## src/rtl/noc_input_fifo.sv

```systemverilog
// noc_input_fifo: FWFT per-port input buffer with credit return; FIFO_FRAMING_CHECK_EN enables the packet framing checker.
module noc_input_fifo #(
   parameter int DATA_WIDTH = 32,
   parameter int DEPTH      = 4,
   parameter int PTR_W      = 2,
   parameter int ADDR_W     = 4
) (
   input  logic                  clk,
   input  logic                  rst,
   input  logic                  valid_in,
   input  logic [DATA_WIDTH-1:0] data_in,
   input  logic                  read_en,
   output logic                  credit_out,
   output logic                  empty,
   output logic                  full,
   output logic [DATA_WIDTH-1:0] data_out,
   output logic [2:0]            flit_id,
   output logic [ADDR_W-1:0]     dst_addr,
   output logic                  overflow_err,
   output logic                  framing_err
);
   logic [DATA_WIDTH-1:0] mem [DEPTH];
   logic [PTR_W-1:0]      rd_ptr, wr_ptr;
   logic [PTR_W:0]        count;
   logic                  pop, wr;
   assign empty    = count == '0;
   assign full     = count == (PTR_W+1)'(DEPTH);
   assign pop      = read_en && !empty;
   assign wr       = valid_in && (!full || pop);
   assign data_out = mem[rd_ptr];
   assign flit_id  = data_out[DATA_WIDTH-1 -: 3];
   assign dst_addr = data_out[ADDR_W-1:0];
   always_ff @(posedge clk) begin
      if (wr) mem[wr_ptr] <= data_in;
   end
   always_ff @(posedge clk) begin
      if (rst) begin
         rd_ptr       <= '0;
         wr_ptr       <= '0;
         count        <= '0;
         credit_out   <= 1'b0;
         overflow_err <= 1'b0;
      end else begin
         rd_ptr       <= rd_ptr + PTR_W'(pop);
         wr_ptr       <= wr_ptr + PTR_W'(wr);
         count        <= count + (PTR_W+1)'(wr) - (PTR_W+1)'(pop);
         credit_out   <= pop;
         overflow_err <= overflow_err | (valid_in && full && !pop);
      end
   end
`ifdef FIFO_FRAMING_CHECK_EN
   typedef enum logic {IDLE, IN_PKT} state_t;
   state_t     state, state_nxt;
   logic [2:0] id_in;
   logic       ok, ferr_set;
   assign id_in = data_in[DATA_WIDTH-1 -: 3];
   assign ok    = state == IDLE ? id_in == 3'b001 : (id_in == 3'b010 || id_in == 3'b100);
   always_ff @(posedge clk) begin
      if (rst) begin
         state       <= IDLE;
         framing_err <= 1'b0;
      end else begin
         state       <= state_nxt;
         framing_err <= framing_err | ferr_set;
      end
   end
   // Bad flits still land in storage; the checker only flags and resyncs to IDLE.
   always_comb begin
      state_nxt = !wr ? state : (ok && id_in != 3'b100) ? IN_PKT : IDLE;
   end
   always_comb begin
      ferr_set = wr && !ok;
   end
`else
   assign framing_err = 1'b0;
`endif
endmodule

```

## config.mk

```make
export PLATFORM = sky130hd
export DESIGN_NAME = noc_input_fifo
export DESIGN_NICKNAME = d
export VERILOG_FILES = /design/src/rtl/noc_input_fifo.sv
export SDC_FILE = /design/constraint.sdc
export NUM_CORES = 1
export LEC_CHECK = 0
export ABC_AREA = 1
export CAP_MARGIN = 20
export CORE_MARGIN = 8
export CORE_UTILIZATION = 50
export CTS_BUF_LIST = sky130_fd_sc_hd__clkbuf_4
export CTS_CLUSTER_SIZE = 25
export DETAILED_ROUTE_END_ITERATION = 6
export GPL_TIMING_DRIVEN = 0
export PLACE_DENSITY = 0.86
export SKIP_LAST_GASP = 1
export SLEW_MARGIN = 10
export SYNTH_ARGS = -nofsm -noshare
export SYNTH_HDL_FRONTEND = slang
export SYNTH_SLANG_ARGS = --single-unit
```

## constraint.sdc

```tcl
create_clock -name clk -period 2.45 [get_ports clk]
set_input_delay 0.6125 -clock clk [delete_from_list [all_inputs] [get_ports clk]]
set_output_delay 0.6125 -clock clk [all_outputs]
set_load 0.01 [all_outputs]
```

## After elaboration in Yosys (flattened, before gate mapping)

Memories as Yosys holds them, arrays and structs flattened. A register that Yosys moved wholly into a read port is not among the register bits.
Cells that the tools add are included.

| storage, ports and cells | value |
|---|---|
| register bits after elaboration | 9 |
| memories kept | 1 |
| word-level logic and storage cells | 24 |
| memory bits (writable) | 128 |
| output and inout bits | 44 |

| operators by class | value |
|---|---|
| add/subtract/negate cells | 4 |
| muxes and demuxes | 3 |
| eq/ne operators | 1 |
| bitwise operators | 1 |
| reduce and logical (&&, ||, !) cells | 9 |

Memory list:

| name | words | bits a word | read ports | clocked after memory_dff | wr ports | RTL line | text |
|---|---|---|---|---|---|---|---|
| mem | 4 | 32 | 1 | 1 | 1 | 22 | `logic [DATA_WIDTH-1:0] mem [DEPTH];` |

Operators with widths:

| kind | number |
|---|---|
| adder 2 x 1 -> 2 bit | 2 |
| logical AND 1 bit | 4 |
| adder 3 x 1 -> 3 bit | 1 |
| == test 3 bit (second input constant) | 1 |
| zero test 1 bit | 3 |
| zero test 3 bit | 1 |
| subtractor 3 x 1 -> 3 bit | 1 |
| 2-to-1 mux 1 bit | 2 |
| 2-to-1 mux 2 bit | 1 |
| logical OR 1 bit | 1 |
| OR 1 bit | 1 |

## Longest topological paths before layout

| logic depth | value |
|---|---|
| depth in word-level cells | 7 |
| gate-level depth with buffers | 10 |
| mapped depth without buffers | 10 |

## Worst setup path before layout

OpenSTA, ideal clock, no wires.

| path | value |
|---|---|
| path type | input to register |
| from | input read_en |
| to | memory mem[0][0], enable pin |
| path buffers | 0 |
| data arrival time | 2.179 ns |
| library setup time | 0.421 ns |
| data required time | 2.029 ns |
| stages on the path | 4 |
| slack | -0.150 ns |
| path through | inv_1 > nand3_1 > nand2_1 > nor2_1 |

| on the way | value |
|---|---|
| word-level cells in the longest chain between the ends | 5 |

Ends and longest elaborated chain:

| element | RTL line | text |
|---|---|---|
| from (decl) | 12 | `input logic read_en,` |
| logical AND 1 bit | 28 | `assign pop = read_en && !empty;` |
| logical OR 1 bit | 29 | `assign wr = valid_in && (!full \|\| pop);` |
| logical AND 1 bit | 29 |  |
| 2-to-1 mux 1 bit | 34 | `if (wr) mem[wr_ptr] <= data_in;` |
| 2-to-1 mux 1 bit (implied by the code) | 34 |  |
| to (decl) | 22 |  |

Every way passes these cells.

==> impl_metrics.tcl <==
set metrics [dict create \
    status "complete, but fails checks" \
    violations "setup timing" \
    crit_slowest_cell "dfxtp_4" \
    slew_viol_final 0 \
    final_common_cell "edfxtp_1" \
    wl_per_cell_um 18.9 \
    drt_iter0_drc 277 \
    syn-instance-count 381 \
    gr-usage-all-layers 0.173 \
    seq_area_frac_synth 0.759 \
    grt_max_degree 27 \
    layout_common_cells "128 x edfxtp_1, 61 x nor2_1, 44 x o21ai_1" \
    fin_util 0.657 \
    ys.flop_type "edfxtp_1" \
    cts-root-buf "clkbuf_4" \
    cp_max_fo 10 \
    ant_nets 0 \
    arrival_ns 1.84 \
    relSlewSlack 0.579 \
    p_leak_nw 2.44 \
    clkSlewWorstSetupHoldPaths_ns 0.12 \
    htree_levels 4 \
    layout_min_cycle_time_ns 2.45 \
    wl_mm 12.1 \
    cts_buffers 17 \
    gp_congestion 0.760 \
    async_flop_share 0 \
    dp_hpwl_mm 7.77 \
    p_per_area_nw_per_um2 1050 \
    setup.worst_path.class "flop to primary output" \
    setup_violations 1 \
    rsz0062_at_grt "true" \
    ys.warnings.count 0 \
    cts_num_sinks 137 \
    synth_edf_count 128 \
    core_area_sq_um 10300 \
    crit_chain "buf_12 > buf_4 > buf_8 > o21ai_0 > o22ai_1 > buf_2" \
    via_per_inst 5.34 \
    pin_count 80 \
    grt_pass1_vias 3746 \
    avgSynthCellArea_sq_um 13.9 \
    final_cells 641 \
    ys_types 25 \
    cts_tree "built" \
    cap_violations 0 \
    r2r_slack_ns 0.52 \
    max_stage_delay_ns 0.38 \
    syn_area_sq_um 5300 \
    place_ws_ns -0.192 \
    grt_overflow 0 \
    ir_drop_mv 0.433 \
    fin_nets 532 \
    num_antenna_cells 0 \
    fin_crit_sh 1.00 \
    timing.final.ws_setup_ns -0.00394 \
    required_ns 1.84 \
    area_growth_pct 27.9 \
    clock_path_buffers 2 \
    fill_cells 730 \
    drive_above_1_share 0.275 \
    die_area_sq_um 14200 \
    antenna_found_initial 0 \
    dp.cells 598 \
    portBuffers 77 \
    drcViolationCount 0 \
    cp-start-kind "flop" \
    finClkSkew_ns 0.0245 \
    holdWs_ns 0.467 \
    die_y_um 119 \
    die-width_um 119 \
    syn_nets 421 \
    hold_buffers 0 \
    initial_core_util 0.514 \
    worstMarginPinSlew_ns 0.630 \
    min_path_type "input port to flop" \
    max_freq_mhz 408 \
    worstSkewPairLatency_ns 0.51 \
    hold_violations 0 \
    firstDrtPassIters 4 \
    vias 3423 \
    grt_pass1_wl_mm 19.0 \
    rows 37 \
    dpl_cell_area_sq_um 6380 \
    synth_seq_cells 137 \
    final_area_sq_um 6780 \
    cp-end-kind "primary output" \
]
## metrics by stage
stage          TNS [ns]  power [W]
6_report       -0.00394    0.00711
5_1_grt          -0.621    0.00749
3_5_place_dp      -8.55    0.00553
3_3_place_gp    -209.88    0.00538
4_1_cts          -0.754    0.00705
2_1_floorplan    -19.20    0.00424
## cell type report
class | instances | area (sq um) | area share
Sequential cell | 137 | 4030 | 0.594
Multi-Input combinational cell | 199 | 1110 | 0.163
Timing Repair Buffer | 92 | 801 | 0.118
Buffer | 27 | 263 | 0.0387
Clock inverter | 13 | 191 | 0.0282
Tap cell | 136 | 170 | 0.0251
Clock buffer | 19 | 143 | 0.0210
Inverter | 17 | 71.3 | 0.0105
Timing Repair inverter | 1 | 6.26 | 0.000922
## layer usage
metal / vias up / part of all wire / wire length, um / global-route usage
met3: 15 / 0.057 / 694 / 0.0496
met1: 1690 / 0.40 / 4780 / 0.185
met2: 110 / 0.54 / 6480 / 0.313
met5: - / 0 / 0 / 0
li1: 1608 / - / - / -
met4: 0 / 0.012 / 143 / 0.0719
## kinds of logic after synthesis
logic type,share of synthesized area
buffers and inverters,0.0569
xor gates and xnor gates,0.00330
DFF,0.759
other,0.000707
and+or+nand+nor,0.0696
adders and majority gates,0.0109
AOI/OAI and AO/OA,0.100
## cell usage after synthesis (2+ instances only)
cell	number	area share
buf_6	9	0.019
dfxtp_1	9	0.034
o21ai_0	32	0.030
ha_1	3	0.0071
clkbuf_2	2	0.0019
o21ai_1	32	0.030
buf_4	13	0.018
buf_2	2	0.0019
inv_1	15	0.011
nor2_1	75	0.053
nand2_1	14	0.0099
o22ai_1	32	0.038
nand3_1	2	0.0019
xnor2_1	2	0.0033
edfxtp_1	128	0.72
a21oi_1	2	0.0019
## where the power goes
group | leakage, nW | switching (W) | total, W | internal [W]
clock | 0.171 | 0.000827 | 0.00167 | 0.000846
sequential | 1.25 | 0.0000911 | 0.00289 | 0.00279
combinational | 1.02 | 0.00143 | 0.00255 | 0.00113
total | 2.44 | 0.00234 | 0.00711 | 0.00477
## what timing repair did
action,4_1_cts,5_1_grt
cloned,1,0
gates resized for setup,80,100
setup endpoints to repair,39,33
endpoints found under the hold margin,0,0
pin swaps,5,6
setup buffers,3,8
## critical path: cells and delay by family, from the launching register on
family	cells	cell delay, ns
buffers and inverters	4	0.59
flip-flops	1	0.38
AO/OA/AOI/OAI	2	0.37
## worst paths after layout
path | startpoint | end | cells past startpoint
worst min-delay path | rst | credit_out | 2
worst max-delay path | rd_ptr[0] | data_out[24] | 6
worst max register to register | count[1] | mem[2][4] | 5
worst min register to register | overflow_err | overflow_err | 2
## registers in the layout (all words and copies together), names as in the netlist
signal        count
count             3
rd_ptr            2
mem             128
overflow_err      1
credit_out        1
wr_ptr            2
Note: power is estimated with default switching activity, not from simulation.
